**src/rtl/ask_symbol_source.sv**
```systemverilog
// 4-ASK stimulus source: PRBS15 -> Gray-mapped 2-bit symbols -> signed levels, upsampled x4.
// Define ASK_SRC_ZERO_STUFF_EN for impulse upsampling; the default holds each level for 4 samples.
module ask_symbol_source #(
    parameter int WIDTH         = 18,
    parameter int LEVEL_A       = 32768,
    parameter int FLUSH_SAMPLES = 96,
    parameter int CNT_W         = 16
) (
    input  logic                    sys_clk,
    input  logic                    reset,
    input  logic                    sam_clk_en,
    input  logic                    sym_clk_en,
    input  logic                    enable,
    input  logic                    load_seed,
    input  logic [14:0]             seed,
    output logic signed [WIDTH-1:0] x_out,
    output logic [1:0]              sym_out,
    output logic                    sym_valid,
    output logic                    busy,
    output logic [CNT_W-1:0]        sym_count
);

    localparam int FW = $clog2(FLUSH_SAMPLES + 1);
    localparam logic signed [WIDTH-1:0] LVL_1 = WIDTH'(LEVEL_A);
    localparam logic signed [WIDTH-1:0] LVL_3 = WIDTH'(3 * LEVEL_A);

    typedef enum logic [1:0] {IDLE, RUN, FLUSH} state_t;

    state_t                  state, state_nxt;
    logic [14:0]             lfsr, lfsr_nxt, lfsr_adv;
    logic [FW-1:0]           flush_cnt, flush_nxt;
    logic signed [WIDTH-1:0] x_nxt, level;
    logic [1:0]              sym_new, sym_nxt;
    logic                    valid_nxt;
    logic [CNT_W-1:0]        count_nxt;
    logic                    sym_edge, emit;

    // A symbol boundary is only honoured when it coincides with a sample tick.
    assign sym_edge = sam_clk_en & sym_clk_en;
    assign busy     = (state != IDLE);

    // Two Fibonacci steps per symbol; the first new bit becomes b1, the second b0.
    always_comb begin
        sym_new  = {lfsr[14] ^ lfsr[13], lfsr[13] ^ lfsr[12]};
        lfsr_adv = {lfsr[12:0], sym_new};
        case (sym_new)
            2'b00:   level = -LVL_3;
            2'b01:   level = -LVL_1;
            2'b11:   level = LVL_1;
            default: level = LVL_3;
        endcase
    end

    // NOTE: every variable gets a default before the case so no path can infer a latch.
    always_comb begin
        state_nxt = state;
        lfsr_nxt  = lfsr;
        x_nxt     = x_out;
        sym_nxt   = sym_out;
        valid_nxt = 1'b0;
        count_nxt = sym_count;
        flush_nxt = flush_cnt;
        emit      = 1'b0;

        case (state)
            IDLE: begin
                x_nxt = '0;
                if (sym_edge && enable) begin
                    emit      = 1'b1;
                    state_nxt = RUN;
                end else if (load_seed) begin
                    lfsr_nxt = (seed == 15'd0) ? 15'h0001 : seed;
                end
            end
            RUN: begin
                if (sym_edge) begin
                    if (enable) begin
                        emit = 1'b1;
                    end else begin
                        x_nxt     = '0;
                        state_nxt = FLUSH;
                        flush_nxt = FW'(1);
                    end
                end
`ifdef ASK_SRC_ZERO_STUFF_EN
                else if (sam_clk_en) begin
                    x_nxt = '0;
                end
`endif
            end
            FLUSH: begin
                x_nxt = '0;
                if (sym_edge && enable) begin
                    emit      = 1'b1;
                    state_nxt = RUN;
                    flush_nxt = '0;
                end else if (sam_clk_en) begin
                    // The edge that entered FLUSH was zero sample 1, so this edge is the last one.
                    if (flush_cnt >= FW'(FLUSH_SAMPLES - 1)) begin
                        state_nxt = IDLE;
                        flush_nxt = '0;
                    end else begin
                        flush_nxt = flush_cnt + 1'b1;
                    end
                end
            end
            default: state_nxt = IDLE;
        endcase

        if (emit) begin
            lfsr_nxt  = lfsr_adv;
            x_nxt     = level;
            sym_nxt   = sym_new;
            valid_nxt = 1'b1;
            count_nxt = sym_count + 1'b1;
        end
    end

    // NOTE: state registers use non-blocking assignments so all of them sample the same pre-edge values.
    always_ff @(posedge sys_clk or negedge reset) begin
        if (!reset) begin
            state     <= IDLE;
            lfsr      <= 15'h0001;
            x_out     <= '0;
            sym_out   <= '0;
            sym_valid <= 1'b0;
            sym_count <= '0;
            flush_cnt <= '0;
        end else begin
            state     <= state_nxt;
            lfsr      <= lfsr_nxt;
            x_out     <= x_nxt;
            sym_out   <= sym_nxt;
            sym_valid <= valid_nxt;
            sym_count <= count_nxt;
            flush_cnt <= flush_nxt;
        end
    end

endmodule
```
**config.mk**
```make
export PLATFORM = sky130hd
export DESIGN_NAME = ask_symbol_source
export DESIGN_NICKNAME = d
export VERILOG_FILES = /design/src/rtl/ask_symbol_source.sv
export SDC_FILE = /design/constraint.sdc
export NUM_CORES = 1
export LEC_CHECK = 0
export CORE_UTILIZATION = 45
export DETAILED_ROUTE_END_ITERATION = 7
export PLACE_DENSITY = 0.74
export RECOVER_POWER = 25
export SETUP_SLACK_MARGIN = 0.3
export SYNTH_ARGS = -nofsm -noshare
export SYNTH_HDL_FRONTEND = slang
export SYNTH_SLANG_ARGS = --single-unit
```
**constraint.sdc**
```tcl
create_clock -name sys_clk -period 2.9 [get_ports sys_clk]
set_input_delay 0.58 -clock sys_clk [delete_from_list [all_inputs] [get_ports sys_clk]]
set_output_delay 0.58 -clock sys_clk [all_outputs]
set_load 0.05 [all_outputs]
```
==> flow_metrics.env, run 1 <==
export IMPL_cts_hold_buf=0
export IMPL_rrSetupSlack_ns=1.08
export IMPL_period_share=0.833
export IMPL_mostFrequentLayoutCells="45 x dfrtp_1, 42 x clkdlybuf4s50_1, 32 x nand2_1"
export IMPL_worstSetupPathType="flop to primary output"
export IMPL_synthesis_area_um2=2340
export IMPL_crit_start="state[1]$_DFFE_PN0P_"
export IMPL_setup_violations=0
export IMPL_die_area_um2=5500
export IMPL_track_usage=0.186
export IMPL_post_cts_setup_buffers=0
export IMPL_yosysUniqueCellTypes=43
export IMPL_drt_total_wl_mm=4.61
export IMPL_end_kind="primary output"
export IMPL_yosysSeqAreaShare=0.492
export IMPL_status="complete, no violations"
export IMPL_placed_cell_area_um2=2760
export IMPL_setup_tns_final_ns=0
export IMPL_numCtsBuffers=5
export IMPL_fmax_mhz=414
export IMPL_cp_arrival_ns=1.84
export IMPL_insertion_delay_ns=0.30
export IMPL_hold_class="input port to async pin"
export IMPL_crit_required_ns=2.32
export IMPL_vdd_drop_max_mv=0.585
export IMPL_yosys_warnings=0
export IMPL_r2r_cells=5
export IMPL_dpl_cell_count=339
export IMPL_design_area_um2=2850
export IMPL_syn_area_per_cell_um2=9.93
export IMPL_nets=302
export IMPL_core_area_um2=4880
export IMPL_clk_path_buf_depth=2
export IMPL_tightest_slew_ns=0.999
export IMPL_synth_seq_cells=46
export IMPL_antenna_cells=0
export IMPL_die_w_um=74.2
export IMPL_yosys_area_share_simple=0.168
export IMPL_clk_pin_slew_ns=0.08
export IMPL_grt_pass1_vias=1645
export IMPL_synth_mux_area_frac=0.0427
export IMPL_maxCapViolations=0
export IMPL_fin_cells=347
export IMPL_grt_first_pass_wirelength_mm=7.80
export IMPL_worstSetupEndpoint="busy"
export IMPL_post_drt_via_cell_ratio=5.21
export IMPL_cp_start_kind="flop"
export IMPL_synth_ff_type="dfrtp_1"
export IMPL_synth_compound_area_frac=0.131
export IMPL_synthArstFlopShare=1.00
export IMPL_powerDensity_nw_per_um2=768
export IMPL_layout_commonest_cell="dfrtp_1"
export IMPL_slew_headroom=0.334
export IMPL_detail_route_wl_per_cell_um=13.3
export IMPL_htreeDepth=2
export IMPL_cts_tree="done"
export IMPL_rsz0062_at_grt="no"
export IMPL_ant_nets=0
export IMPL_start_util=0.480
export IMPL_routabilityCongestion=0.909
export IMPL_leakage_nw=1.24
export IMPL_total_power_mw=2.19
export IMPL_post_route_min_period_ns=2.42
export IMPL_hold_viol_final=0
export IMPL_timing_rr_end="flush_cnt[3]$_DFFE_PN0P_"
export IMPL_grt_ovfl_total=0
export IMPL_drtIter0Drc=85
export IMPL_cts_sinks=46
export IMPL_synth_top_family_by_area="simple AND/OR/NAND/NOR gates"
export IMPL_synthAdderAreaFrac=0.0107
export IMPL_die_y_um=74.2
export IMPL_synth_edff_count=0
export IMPL_io_buffers=43
export IMPL_antenna_found_initial=0
export IMPL_num_io_pins=59
export IMPL_syn_inst=236
export IMPL_num_vias=1807
export IMPL_finClkSkew_ns=0.00967
export IMPL_cp_max_fo=10
export IMPL_syn_to_final_growth_pct=21.7
export IMPL_cts_root_buffer="clkbuf_8"
export IMPL_post_cts_resized=0
export IMPL_dr_pass1_iters=4
export IMPL_hpwlAfterDp_mm=3.31
export IMPL_r2r_start="flush_cnt[0]$_DFFE_PN0P_"
export IMPL_grt_max_degree=47
export IMPL_post_route_drc_count=0
export IMPL_drv_slew=0
export IMPL_num_rows=25
export IMPL_synthXorXnorAreaFrac=0.0673
export IMPL_drive_above_1_share=0.0607
report_power, final:
part / internal (mW) / switching [mW] / total [mW]
logic: 0.313 / 0.480 / 0.793
clock network: 0.197 / 0.207 / 0.404
registers: 0.818 / 0.176 / 0.994
total: 1.33 / 0.863 / 2.19
metrics by stage:
step | setup WS, ns | utilization | hold slack, ns
after floorplan | 1.18 | - | 0.284
after global placement | 0.558 | 0.565 | 0.456
after detailed placement | 0.476 | 0.565 | 0.461
after CTS | 0.467 | 0.584 | 0.474
after global routing | 0.409 | 0.584 | 0.490
final | 0.484 | 0.584 | 0.455
worst min-delay path by stage:
stage	from	to	slack, ns	cells past startpoint
after floorplan	reset	flush_cnt[0]$_DFFE_PN0P_	0.28	0
after global placement	sym_count[15]$_DFFE_PN0P_	sym_count[15]$_DFFE_PN0P_	0.46	1
after detailed placement	sym_count[15]$_DFFE_PN0P_	sym_count[15]$_DFFE_PN0P_	0.46	1
after CTS	sym_count[15]$_DFFE_PN0P_	sym_count[15]$_DFFE_PN0P_	0.47	1
after global routing	sym_count[15]$_DFFE_PN0P_	sym_count[15]$_DFFE_PN0P_	0.49	1
final	reset	x_out[17]$_DFFE_PN0P_	0.45	1
synth_stat cells (all sizes together), types with 2 or more instances:
cell,count,area [um2]
dfrtp,45,1130
nand2,33,126
buf,23,169
o21ai,18,90.1
a21oi,10,50.1
mux2i,10,100
xnor2,10,87.6
inv,9,33.8
nand3,8,40.0
xor2,8,70.1
nor2,7,26.3
a31oi,6,37.5
nand4,6,43.8
nor3,5,25.0
nor4,4,25.0
a32oi,3,26.3
and3,3,18.8
a41oi,2,17.5
and4,2,17.5
ha,2,25.0
nand3b,2,15.0
nor3b,2,15.0
o21a,2,15.0
o22ai,2,12.5
flip-flops by register name, summed over array words and instances (netlist names):
register   cells
sym_count     16
state          2
flush_cnt      7
lfsr          15
sym_out        2
sym_valid      1
x_out          3
per-layer routing:
metal	GRT usage	up-vias	part of all wire	wire length, um
met4	0.0556	0	0.015	71
met3	0.0379	9	0.049	227
met5	0	-	0	0
li1	-	888	-	-
met2	0.273	56	0.44	2040
met1	0.278	854	0.49	2260
cells by family (layout without fill, tap and decap cells):
family                     Yosys count  after routing
AOI/OAI and AO/OA                   50             50
DFF                                 46             46
and+or+nand+nor                     77             77
buffers and inverters               32             62
muxes                               10             10
adders and majority gates            2              2
xor gates and xnor gates            18             18
other                                1             15
area by class of cell:
cell class	count	area, um2
Clock inverter	1	8.76
Multi-Input combinational cell	172	1050
Inverter	9	33.8
Sequential cell	46	1150
Tap cell	67	83.8
Clock buffer	7	86.3
Fill cell	440	2030
Timing Repair Buffer	45	440
worst max-delay path: stages, from the launching register on:
cell and delay [ns]:
dfrtp_1 0.50, or2_2 0.34, clkdlybuf4s50_1 0.70
(Power assumes the default switching activity.)
==> run 2, diff against run 1 <==
--- a/config.mk
+++ b/config.mk
@@ -5,9 +5,9 @@
 export SDC_FILE = /design/constraint.sdc
 export NUM_CORES = 1
 export LEC_CHECK = 0
-export CORE_UTILIZATION = 45
+export CORE_UTILIZATION = 44
 export DETAILED_ROUTE_END_ITERATION = 7
-export PLACE_DENSITY = 0.74
+export PLACE_DENSITY = 0.76
 export RECOVER_POWER = 25
 export SETUP_SLACK_MARGIN = 0.3
 export SYNTH_ARGS = -nofsm -noshare
==> constraint.sdc (replaced) <==
create_clock -name sys_clk -period 2.02 [get_ports sys_clk]
set_input_delay 0.404 -clock sys_clk [delete_from_list [all_inputs] [get_ports sys_clk]]
set_output_delay 0.404 -clock sys_clk [all_outputs]
set_load 0.05 [all_outputs]
==> flow_metrics.env, run 2 (synthesis gave the netlist of run 1 again) <==
export IMPL_status="complete, no violations"
export IMPL_largest_reg_flops=16
export IMPL_top_layer_used="met4"
export IMPL_drv_slew=0
export IMPL_top_register="sym_count"
export IMPL_hold_class="input port to async pin"
export IMPL_layout_commonest_cell="dfrtp_1"
export IMPL_finClkSkew_ns=0.00999
export IMPL_slew_headroom=0.158
export IMPL_hpwlAfterDp_mm=3.68
export IMPL_start_util=0.459
export IMPL_post_route_min_period_ns=1.69
export IMPL_grt_pass1_vias=1762
export IMPL_final_util=0.572
export IMPL_vdd_drop_max_mv=0.695
export IMPL_track_usage=0.195
export IMPL_drive_above_1_share=0.144
export IMPL_cp_max_fo=8
export IMPL_setup_tns_final_ns=0
export IMPL_worstSetupPathType="input port to flop"
export IMPL_mostFrequentLayoutCells="42 x dfrtp_1, 32 x nand2_1, 19 x clkdlybuf4s50_1"
export IMPL_end_kind="flop"
export IMPL_cts_root_buffer="clkbuf_8"
export IMPL_detail_route_wl_per_cell_um=13.8
export IMPL_cp_cell_sequence="clkdlybuf4s50_1 -> buf_4 -> nor4bb_1 -> o21a_1 -> a41oi_1 -> a21oi_1"
export IMPL_routabilityCongestion=0.874
export IMPL_max_stage_delay_ns=0.49
export IMPL_clk_pin_slew_ns=0.09
export IMPL_num_io_pins=59
export IMPL_antenna_cells=0
export IMPL_numCtsBuffers=5
export IMPL_period_share=0.834
export IMPL_ant_nets=0
export IMPL_grt_first_pass_wirelength_mm=8.20
export IMPL_cp_arrival_ns=1.92
export IMPL_insertion_delay_ns=0.30
export IMPL_cp_start_kind="input port"
export IMPL_core_area_um2=5110
export IMPL_setup_violations=0
export IMPL_num_vias=1884
export IMPL_tightest_slew_ns=1.26
export IMPL_rsz0062_at_grt="no"
export IMPL_fin_cells=362
export IMPL_hold_viol_final=0
export IMPL_die_w_um=75.0
export IMPL_fillers=491
export IMPL_cts_tree="done"
export IMPL_num_rows=26
export IMPL_nets=314
export IMPL_route_met3_wl_um=219
export IMPL_wl_met1_mm=2.29
export IMPL_cp_slowest_cell="clkdlybuf4s50_1"
export IMPL_grt_ovfl_total=0
export IMPL_fmax_mhz=593
export IMPL_maxCapViolations=0
export IMPL_cts_hold_buf=0
export IMPL_placed_cell_area_um2=2840
export IMPL_met2_length_mm=2.43
export IMPL_leakage_nw=1.34
export IMPL_die_area_um2=5620
export IMPL_dpl_cell_count=350
export IMPL_post_route_drc_count=0
export IMPL_die_y_um=75.0
export IMPL_crit_required_ns=2.25
export IMPL_powerDensity_nw_per_um2=1080
export IMPL_antenna_found_initial=0
export IMPL_dr_pass1_iters=4
export IMPL_grt_max_degree=25
export IMPL_io_buffers=43
export IMPL_cts_sinks=46
export IMPL_drtIter0Drc=102
export IMPL_post_drt_via_cell_ratio=5.20
export IMPL_syn_to_final_growth_pct=24.7
export IMPL_drt_total_wl_mm=5.00
export IMPL_htreeDepth=2
export IMPL_reg_largest_list="sym_count x16, lfsr x15, flush_cnt x7"
export IMPL_design_area_um2=2920
export IMPL_clk_path_buf_depth=2
-- run 2: layout make-up --
cell class / instances / area [um2] / share of cell area
tap: 70 / 87.6 / 0.0300
multi-input combinational: 172 / 1050 / 0.360
clock buffer: 5 / 68.8 / 0.0235
clock inverter: 3 / 21.3 / 0.00728
timing repair buffer: 57 / 503 / 0.172
inverter: 9 / 33.8 / 0.0116
sequential: 46 / 1160 / 0.396
-- run 2: worst max-delay path: cells and delay by family --
kind	cells	cell delay (ns)
AND/OR/NAND/NOR	1	0.27
AO/OA/AOI/OAI	3	0.61
buffers and inverters	2	0.63
-- run 2: worst paths after layout --
| check | from | cells past startpoint | slack (ns) | endpoint |
|---|---|---|---|---|
| max in group asynchronous | reset | 1 | 0.84 | flush_cnt[0]$_DFFE_PN0P_ |
| hold / removal | reset | 1 | 0.35 | state[0]$_DFFE_PN0P_ |
| min in group sys_clk | sym_count[15]$_DFFE_PN0P_ | 1 | 0.47 | sym_count[15]$_DFFE_PN0P_ |
| setup / recovery | sym_clk_en | 6 | 0.33 | flush_cnt[4]$_DFFE_PN0P_ |
| setup reg to reg | flush_cnt[0]$_DFFE_PN0P_ | 5 | 0.40 | flush_cnt[3]$_DFFE_PN0P_ |
| hold reg to reg | sym_count[15]$_DFFE_PN0P_ | 1 | 0.47 | sym_count[15]$_DFFE_PN0P_ |
-- run 2: per-stage QoR --
| stage | power, mW | setup WS [ns] | hold WS (ns) |
|---|---|---|---|
| after global routing | 3.37 | 0.308 | 0.478 |
| after detailed placement | 2.62 | 0.0522 | 0.421 |
| after CTS | 3.15 | 0.274 | 0.0883 |
| after global placement | 2.59 | 0.112 | 0.418 |
| final | 3.17 | 0.334 | 0.348 |
| after floorplan | 2.26 | 0.301 | 0.108 |
-- run 2: per-layer routing --
| layer | track usage | vias up |
|---|---|---|
| li1 | - | 912 |
| met1 | 0.262 | 915 |
| met2 | 0.316 | 51 |
| met3 | 0.0415 | 6 |
| met4 | 0.0650 | 0 |
| met5 | 0 | - |
-- run 2: power by group --
part	switching, mW	internal [mW]
clock network	0.322	0.243
registers	0.230	1.18
logic	0.740	0.456
total	1.29	1.88
-- run 2: timing repair --
action | CTS | global route
setup buffers | 0 | 4
pin swaps | 0 | 1
gates resized for setup | 25 | 20
gates cloned | 0 | 0
setup endpoints to repair | 23 | 14
hold endpoints to repair | 0 | 0
